`src/rtl/ex_arbiter.sv`:
```
// -----------------------------------------------------------------------------
// ex_arbiter
//
// Shares a single execution_block between two requesters: port 0 (main decode
// pipeline) and port 1 (secondary requester, e.g. debug or micro-sequencer).
// One operation is chosen per cycle by round-robin priority. A requester may
// lock the grant for back-to-back sequences, bounded by MAX_LOCK. Issued
// operands are registered toward the execution_block. A tag pipe follows each
// operation through the fixed block latency and routes the result back to the
// port that issued it.
//
// Ports
//   clk, reset               rising-edge clock, synchronous active-high reset
//   reqN_valid/lock          request present / keep grant next cycle (N=0,1)
//   reqN_a/b/din/op          operands, data_in and opcode for port N
//   reqN_ready               combinational accept for port N
//   ex_a/ex_b/ex_din/ex_op   registered drive into execution_block
//   ex_ans/ex_flag           execution_block result, valid EX_LAT after issue
//   rsp0_valid/rsp1_valid    one-cycle result strobe per port
//   rsp_ans/rsp_flag         registered result, held between strobes
//   busy                     at least one operation in flight
// -----------------------------------------------------------------------------
module ex_arbiter #(
    parameter int unsigned EX_LAT   = 1,
    parameter logic [5:0]  NOP_OP   = 6'd63,
    parameter int unsigned MAX_LOCK = 4
) (
    input  logic        clk,
    input  logic        reset,

    input  logic        req0_valid,
    input  logic        req0_lock,
    input  logic [15:0] req0_a,
    input  logic [15:0] req0_b,
    input  logic [15:0] req0_din,
    input  logic [5:0]  req0_op,
    output logic        req0_ready,

    input  logic        req1_valid,
    input  logic        req1_lock,
    input  logic [15:0] req1_a,
    input  logic [15:0] req1_b,
    input  logic [15:0] req1_din,
    input  logic [5:0]  req1_op,
    output logic        req1_ready,

    output logic [15:0] ex_a,
    output logic [15:0] ex_b,
    output logic [15:0] ex_din,
    output logic [5:0]  ex_op,
    input  logic [15:0] ex_ans,
    input  logic [1:0]  ex_flag,

    output logic        rsp0_valid,
    output logic        rsp1_valid,
    output logic [15:0] rsp_ans,
    output logic [1:0]  rsp_flag,
    output logic        busy
);

    localparam int unsigned CNT_W = $clog2(MAX_LOCK + 1);

    typedef struct packed {
        logic        valid;
        logic        lock;
        logic [15:0] a;
        logic [15:0] b;
        logic [15:0] din;
        logic [5:0]  op;
    } req_t;

    // Lock owner state: free, or held by one of the two ports.
    typedef enum logic [1:0] {
        LK_FREE  = 2'd0,
        LK_PORT0 = 2'd1,
        LK_PORT1 = 2'd2
    } lock_st_e;

    req_t [1:0]       w_req;

    lock_st_e         r_lk_state;
    lock_st_e         w_lk_state_nx;
    logic [CNT_W-1:0] r_lk_cnt;
    logic [CNT_W-1:0] w_lk_cnt_nx;
    logic [CNT_W-1:0] w_cnt_inc;
    logic             r_rr;
    logic             w_rr_nx;

    logic             w_own_v;
    logic             w_own;
    logic             w_cont;
    logic             w_gnt_v;
    logic             w_gnt_p;

    logic [15:0]      r_ex_a;
    logic [15:0]      r_ex_b;
    logic [15:0]      r_ex_din;
    logic [5:0]       r_ex_op;
    logic [15:0]      r_rsp_ans;
    logic [1:0]       r_rsp_flag;

    // Stage i holds the operation issued i edges ago; the last stage is the
    // response strobe itself, so busy also covers the strobe cycle.
    logic [EX_LAT:0]  r_vld_pipe;
    logic [EX_LAT:0]  r_tag_pipe;

    assign w_req[0] = {req0_valid, req0_lock, req0_a, req0_b, req0_din, req0_op};
    assign w_req[1] = {req1_valid, req1_lock, req1_a, req1_b, req1_din, req1_op};

    assign w_own_v = (r_lk_state != LK_FREE);
    assign w_own   = (r_lk_state == LK_PORT1);

    // ------------------------------------------------------------------
    // Grant selection
    // ------------------------------------------------------------------
    always_comb begin
        w_gnt_v = 1'b0;
        w_gnt_p = 1'b0;
        if (!reset) begin
            if (w_own_v) begin
                // Owner keeps the grant while it has work; otherwise the
                // other port may use the idle slot.
                if (w_req[w_own].valid) begin
                    w_gnt_v = 1'b1;
                    w_gnt_p = w_own;
                end else if (w_req[~w_own].valid) begin
                    w_gnt_v = 1'b1;
                    w_gnt_p = ~w_own;
                end
            end else if (w_req[0].valid && w_req[1].valid) begin
                w_gnt_v = 1'b1;
                w_gnt_p = r_rr;
            end else if (w_req[0].valid) begin
                w_gnt_v = 1'b1;
                w_gnt_p = 1'b0;
            end else if (w_req[1].valid) begin
                w_gnt_v = 1'b1;
                w_gnt_p = 1'b1;
            end
        end
    end

    assign req0_ready = w_gnt_v & ~w_gnt_p;
    assign req1_ready = w_gnt_v &  w_gnt_p;

    // ------------------------------------------------------------------
    // Lock / round-robin next state
    // ------------------------------------------------------------------
    always_comb begin
        w_lk_state_nx = r_lk_state;
        w_lk_cnt_nx   = r_lk_cnt;
        w_rr_nx       = r_rr;
        // Owner continuing its locked run: the pointer is left alone and the
        // run length keeps counting.
        w_cont        = w_own_v && w_gnt_v && (w_gnt_p == w_own);
        w_cnt_inc     = (w_cont ? r_lk_cnt : '0) + CNT_W'(1);

        if (!w_gnt_v) begin
            // No issue implies the owner (if any) had nothing to send.
            w_lk_state_nx = LK_FREE;
            w_lk_cnt_nx   = '0;
        end else begin
            if (!w_cont) begin
                w_rr_nx = ~w_gnt_p;
            end
            if (!w_req[w_gnt_p].lock) begin
                w_lk_state_nx = LK_FREE;
                w_lk_cnt_nx   = '0;
            end else if (w_cnt_inc >= CNT_W'(MAX_LOCK)) begin
                // Run limit hit: release and hand priority to the other port.
                w_lk_state_nx = LK_FREE;
                w_lk_cnt_nx   = '0;
                w_rr_nx       = ~w_gnt_p;
            end else begin
                w_lk_state_nx = w_gnt_p ? LK_PORT1 : LK_PORT0;
                w_lk_cnt_nx   = w_cnt_inc;
            end
        end
    end

    // ------------------------------------------------------------------
    // State, issue and response registers
    // ------------------------------------------------------------------
    always_ff @(posedge clk) begin
        if (reset) begin
            r_lk_state <= LK_FREE;
            r_lk_cnt   <= '0;
            r_rr       <= 1'b0;
            r_ex_a     <= '0;
            r_ex_b     <= '0;
            r_ex_din   <= '0;
            r_ex_op    <= NOP_OP;
            r_rsp_ans  <= '0;
            r_rsp_flag <= '0;
            r_vld_pipe <= '0;
            r_tag_pipe <= '0;
        end else begin
            r_lk_state <= w_lk_state_nx;
            r_lk_cnt   <= w_lk_cnt_nx;
            r_rr       <= w_rr_nx;

            if (w_gnt_v) begin
                r_ex_a   <= w_req[w_gnt_p].a;
                r_ex_b   <= w_req[w_gnt_p].b;
                r_ex_din <= w_req[w_gnt_p].din;
                r_ex_op  <= w_req[w_gnt_p].op;
            end else begin
                // Operands hold so the block inputs stay quiet while idle.
                r_ex_op  <= NOP_OP;
            end

            r_vld_pipe <= {r_vld_pipe[EX_LAT-1:0], w_gnt_v};
            r_tag_pipe <= {r_tag_pipe[EX_LAT-1:0], w_gnt_p};

            // The tag about to enter the strobe stage marks the edge where the
            // block output belongs to that operation.
            if (r_vld_pipe[EX_LAT-1]) begin
                r_rsp_ans  <= ex_ans;
                r_rsp_flag <= ex_flag;
            end
        end
    end

    assign ex_a       = r_ex_a;
    assign ex_b       = r_ex_b;
    assign ex_din     = r_ex_din;
    assign ex_op      = r_ex_op;
    assign rsp_ans    = r_rsp_ans;
    assign rsp_flag   = r_rsp_flag;
    assign rsp0_valid = r_vld_pipe[EX_LAT] & ~r_tag_pipe[EX_LAT];
    assign rsp1_valid = r_vld_pipe[EX_LAT] &  r_tag_pipe[EX_LAT];
    assign busy       = |r_vld_pipe;

endmodule

```
`config.mk`:
```
export PLATFORM = sky130hd
export DESIGN_NAME = ex_arbiter
export DESIGN_NICKNAME = d
export VERILOG_FILES = /design/src/rtl/ex_arbiter.sv
export SDC_FILE = /design/constraint.sdc
export NUM_CORES = 1
export LEC_CHECK = 0
export ABC_AREA = 1
export CAP_MARGIN = 0
export CORE_MARGIN = 4
export CORE_UTILIZATION = 34
export CTS_BUF_LIST = sky130_fd_sc_hd__clkbuf_4
export CTS_CLUSTER_DIAMETER = 40
export CTS_CLUSTER_SIZE = 14
export DETAILED_ROUTE_END_ITERATION = 10
export PLACE_DENSITY = 0.82
export SYNTH_ARGS = -nofsm -noshare
export SYNTH_HDL_FRONTEND = slang
export SYNTH_SLANG_ARGS = --single-unit
```
`constraint.sdc`:
```
create_clock -name clk -period 1.8 [get_ports clk]
set_input_delay 0.36 -clock clk [delete_from_list [all_inputs] [get_ports clk]]
set_output_delay 0.36 -clock clk [all_outputs]
set_load 0.03 [all_outputs]
```
==> metrics.md <==
| Metric | Value |
|---|---|
| Leakage power | 2.46 nW |
| Largest net degree at the start of global routing | 51 |
| Final hold slack | ~170 ps |
| Slowest cell on crit path | dfxtp_2 |
| Mapped Cells | about 430 |
| Clock buffer depth | 2 |
| Worst Tran Pin Value | between 500 and 600 ps |
| Sequential share of power | 50.1% |
| Gate power share | a little over a quarter |
| Sequential area share after synthesis | 51.0% |
| Starting Density | between 30% and 40% |
| Worst-Skew Late Latency | approximately 420 ps |
| Clock Tree Root | clkbuf_4 |
| CTS tree | done |
| Total negative slack | 0 ps |
| Switching share of total power | a little under a third |
| Drt first pass iters | 4 |
| DR WL/cell | ~14 um |
| Crit path DAT | 1400 ps |
| Crit end category | primary output |
| Initial antenna violation count | 0 |
| Max-Cap Viols | 0 |
| Area growth from synthesis to layout | 74.0% |
| Min-Delay Path Class | primary input to register |
| Most frequent cells in the layout | 164 x nand2_1, 128 x clkdlybuf4s50_1, 80 x dfxtp_1 |
| Slew Limit Fails | 0 |
| Post-Syn Area | 3220 um^2 |
| Achievable Freq | between 0.5 and 0.6 GHz |
| Clk pin slew, worst setup/hold paths | around 130 ps |
| Req. time, crit path | 1440 ps |
| Ant. Diodes | 0 |
| Die width | roughly 110 um |
| Crit-path max cell delay | about 360 ps |
| DRC Markers | 0 |
| IO Port Bufs | about 210 |
| Final Net Count | around 780 |
| Power per cell area | 716 nW/um^2 |
| Cell variety after synth | 24 |
| FP Rows | 35 |
| Die Y | ~110 um |
| Worst Skew | around 21 ps |
| RSZ-0062 raised after global routing | true |
| Sw power | between 0.001 and 0.0015 W |
| Final setup vio count | 0 |
| H-tree level count | 3 |
| Crit path max fanout | 3 |
| Syn Area/Cell | 7.43 um^2 |
| Detailed placement HPWL | about 8600 um |
| Worst vdd ir | between 0.4 and 0.5 mV |
| DR vias | roughly 3,700 |
| Vias per std cell | roughly 4.7 |
| Pint | around 0.0027 W |
| Core box area | between 9000 and 10,000 um^2 |
| I/O pins | ~210 |
| Max transition margin | ~64% |
| Most common cell type on the critical path | inv_4 |
| Share of cells above drive strength 1 | under 10% |
| Crit path time final | between 1500 and 2000 ps |
| Total GRT Usage | 19.4% |
| Clk pwr share | 22.7% |
| CTS sink cnt | just over 80 |
| Commonest non-fill, non-tap cell in the layout | nand2_1 |
| Die area | between 10,000 and 15,000 um^2 |
| Final Cycle Share | a little over nine tenths |
| Yosys Warn Count | 0 |
| Post-route ant nets | 0 |
| Gr ovfl total | 0 |
| First-pass GRT wire length | 17,300 um |
| Mapped Nets | between 500 and 600 |
| Final Power | approximately 0.004 W |
| DRT iter0 DRCs | about 120 |
| Final design utilization | about three fifths |
| Type of origin of the critical path | register |
| Routed WL | ~11,000 um |
| GPL Wtd Cong | about 0.79 |
| Vias in the first global route | between 3,000 and 4,000 |
| CP Cell Sequence | inv_4 -> nand2_2 -> nand3_4 -> nand2_4 -> inv_4 -> nor2_4 -> buf_6 |
| Final Hold Vio Count | 0 |
| Cts hold-fix bufs | 0 |
| Crit path kind | register to primary output |
| Num CTS Buffers | 9 |
| FF+latch count, synth | 82 |
| Status | finished clean |
## worst max-delay path: cells and delay by family (launching register included)
family	cells	cell delay, ps
flops	1	360
simple gates	4	380
buf+inv	3	250
## per-layer routing
layer / up-vias / GRT usage [%] / wire length (um)
li1: 1824 / - / -
met1: 1661 / 20.1 / 4160
met2: 176 / 34.7 / 5710
met3: 14 / 8.76 / 1220
met4: 0 / 6.00 / 167
met5: - / 0 / 0
## synth_stat cells
master	n	area, um^2
nand2_1	169	634
dfxtp_1	82	1640
a31oi_1	48	300
nor2_1	47	176
o21ai_0	19	95.1
clkbuf_1	14	52.6
inv_1	12	45.0
nand3_1	10	50.1
buf_2	7	35.0
buf_4	5	37.5
inv_2	3	11.3
a21oi_2	2	17.5
buf_6	2	22.5
nand2_2	2	12.5
nand4_1	2	12.5
a21oi_4	1	16.3
buf_1	1	3.75
clkinv_1	1	3.75
clkinv_2	1	5.00
conb_1	1	3.75
ha_1	1	12.5
nand3_4	1	17.5
nor2_2	1	6.26
o21ai_1	1	5.00
## through the flow
stage	cells	worst slack, ps	instance area [um^2]
after detailed placement	760	-414	5450
after global placement	760	-304	5450
after floorplan	433	51.5	3220
final	779	39.5	5600
after global routing	779	-67.4	5600
after CTS	777	-71.9	5500
## area by class of cell
| cell class | instances | area [um^2] |
|---|---|---|
| fill | 833 | 3640 |
| timing repair buffer | 230 | 2190 |
| multi-input combinational | 305 | 1420 |
| sequential | 82 | 1640 |
| tap | 129 | 161 |
| clock buffer | 9 | 67.6 |
| clock inverter | 7 | 46.3 |
| inverter | 17 | 70.1 |
## registers in the layout (all words and copies together) (netlist names)
| name | flops |
|---|---|
| rsp_ans | 16 |
| r_lk_state | 2 |
| ex_din | 16 |
| r_vld_pipe | 2 |
| ex_a | 16 |
| r_lk_cnt | 3 |
| rsp_flag | 2 |
| r_rr | 1 |
| ex_op | 6 |
| r_tag_pipe | 2 |
| ex_b | 16 |
## repair_timing
| item | CTS | global route |
|---|---|---|
| gates resized for setup | 78 | 21 |
| pin swaps | 0 | 7 |
| setup endpoints to repair | 73 | 10 |
| cloned | 0 | 1 |
| buffers inserted | 1 | 1 |
## kinds of logic after synthesis
logic type	Yosys count	share of synthesized area (%)
adder cells (fa/ha/maj)	1	0.389
AND/OR/NAND/NOR	232	28.3
flip-flops	82	51.0
other	1	0.117
buffers and inverters	46	6.73
AO/OA/AOI/OAI	71	13.5
## power by group through the flow
stage	sequential (W)	combinational, W	clock [W]
4_1_cts	0.00201	0.00108	0.000943
6_report	0.00201	0.00109	0.000910
5_1_grt	0.00203	0.00117	0.00102
3_5_place_dp	0.00205	0.00115	0
3_3_place_gp	0.00205	0.00113	0
2_1_floorplan	0.00228	0.000289	0
## worst paths after layout
check                                start  depth (start not counted)                        to  slack (ps)
setup / recovery  r_lk_state[0]$_SDFF_PP0_                          7                req0_ready          40
hold / removal                       reset                          2         r_rr$_SDFFE_PP0N_         170
setup reg to reg  r_lk_state[0]$_SDFF_PP0_                         13         r_rr$_SDFFE_PP0N_         130
hold reg to reg   r_tag_pipe[0]$_SDFF_PP0_                          2  r_tag_pipe[1]$_SDFF_PP0_         410
(Power assumes the default switching activity.)
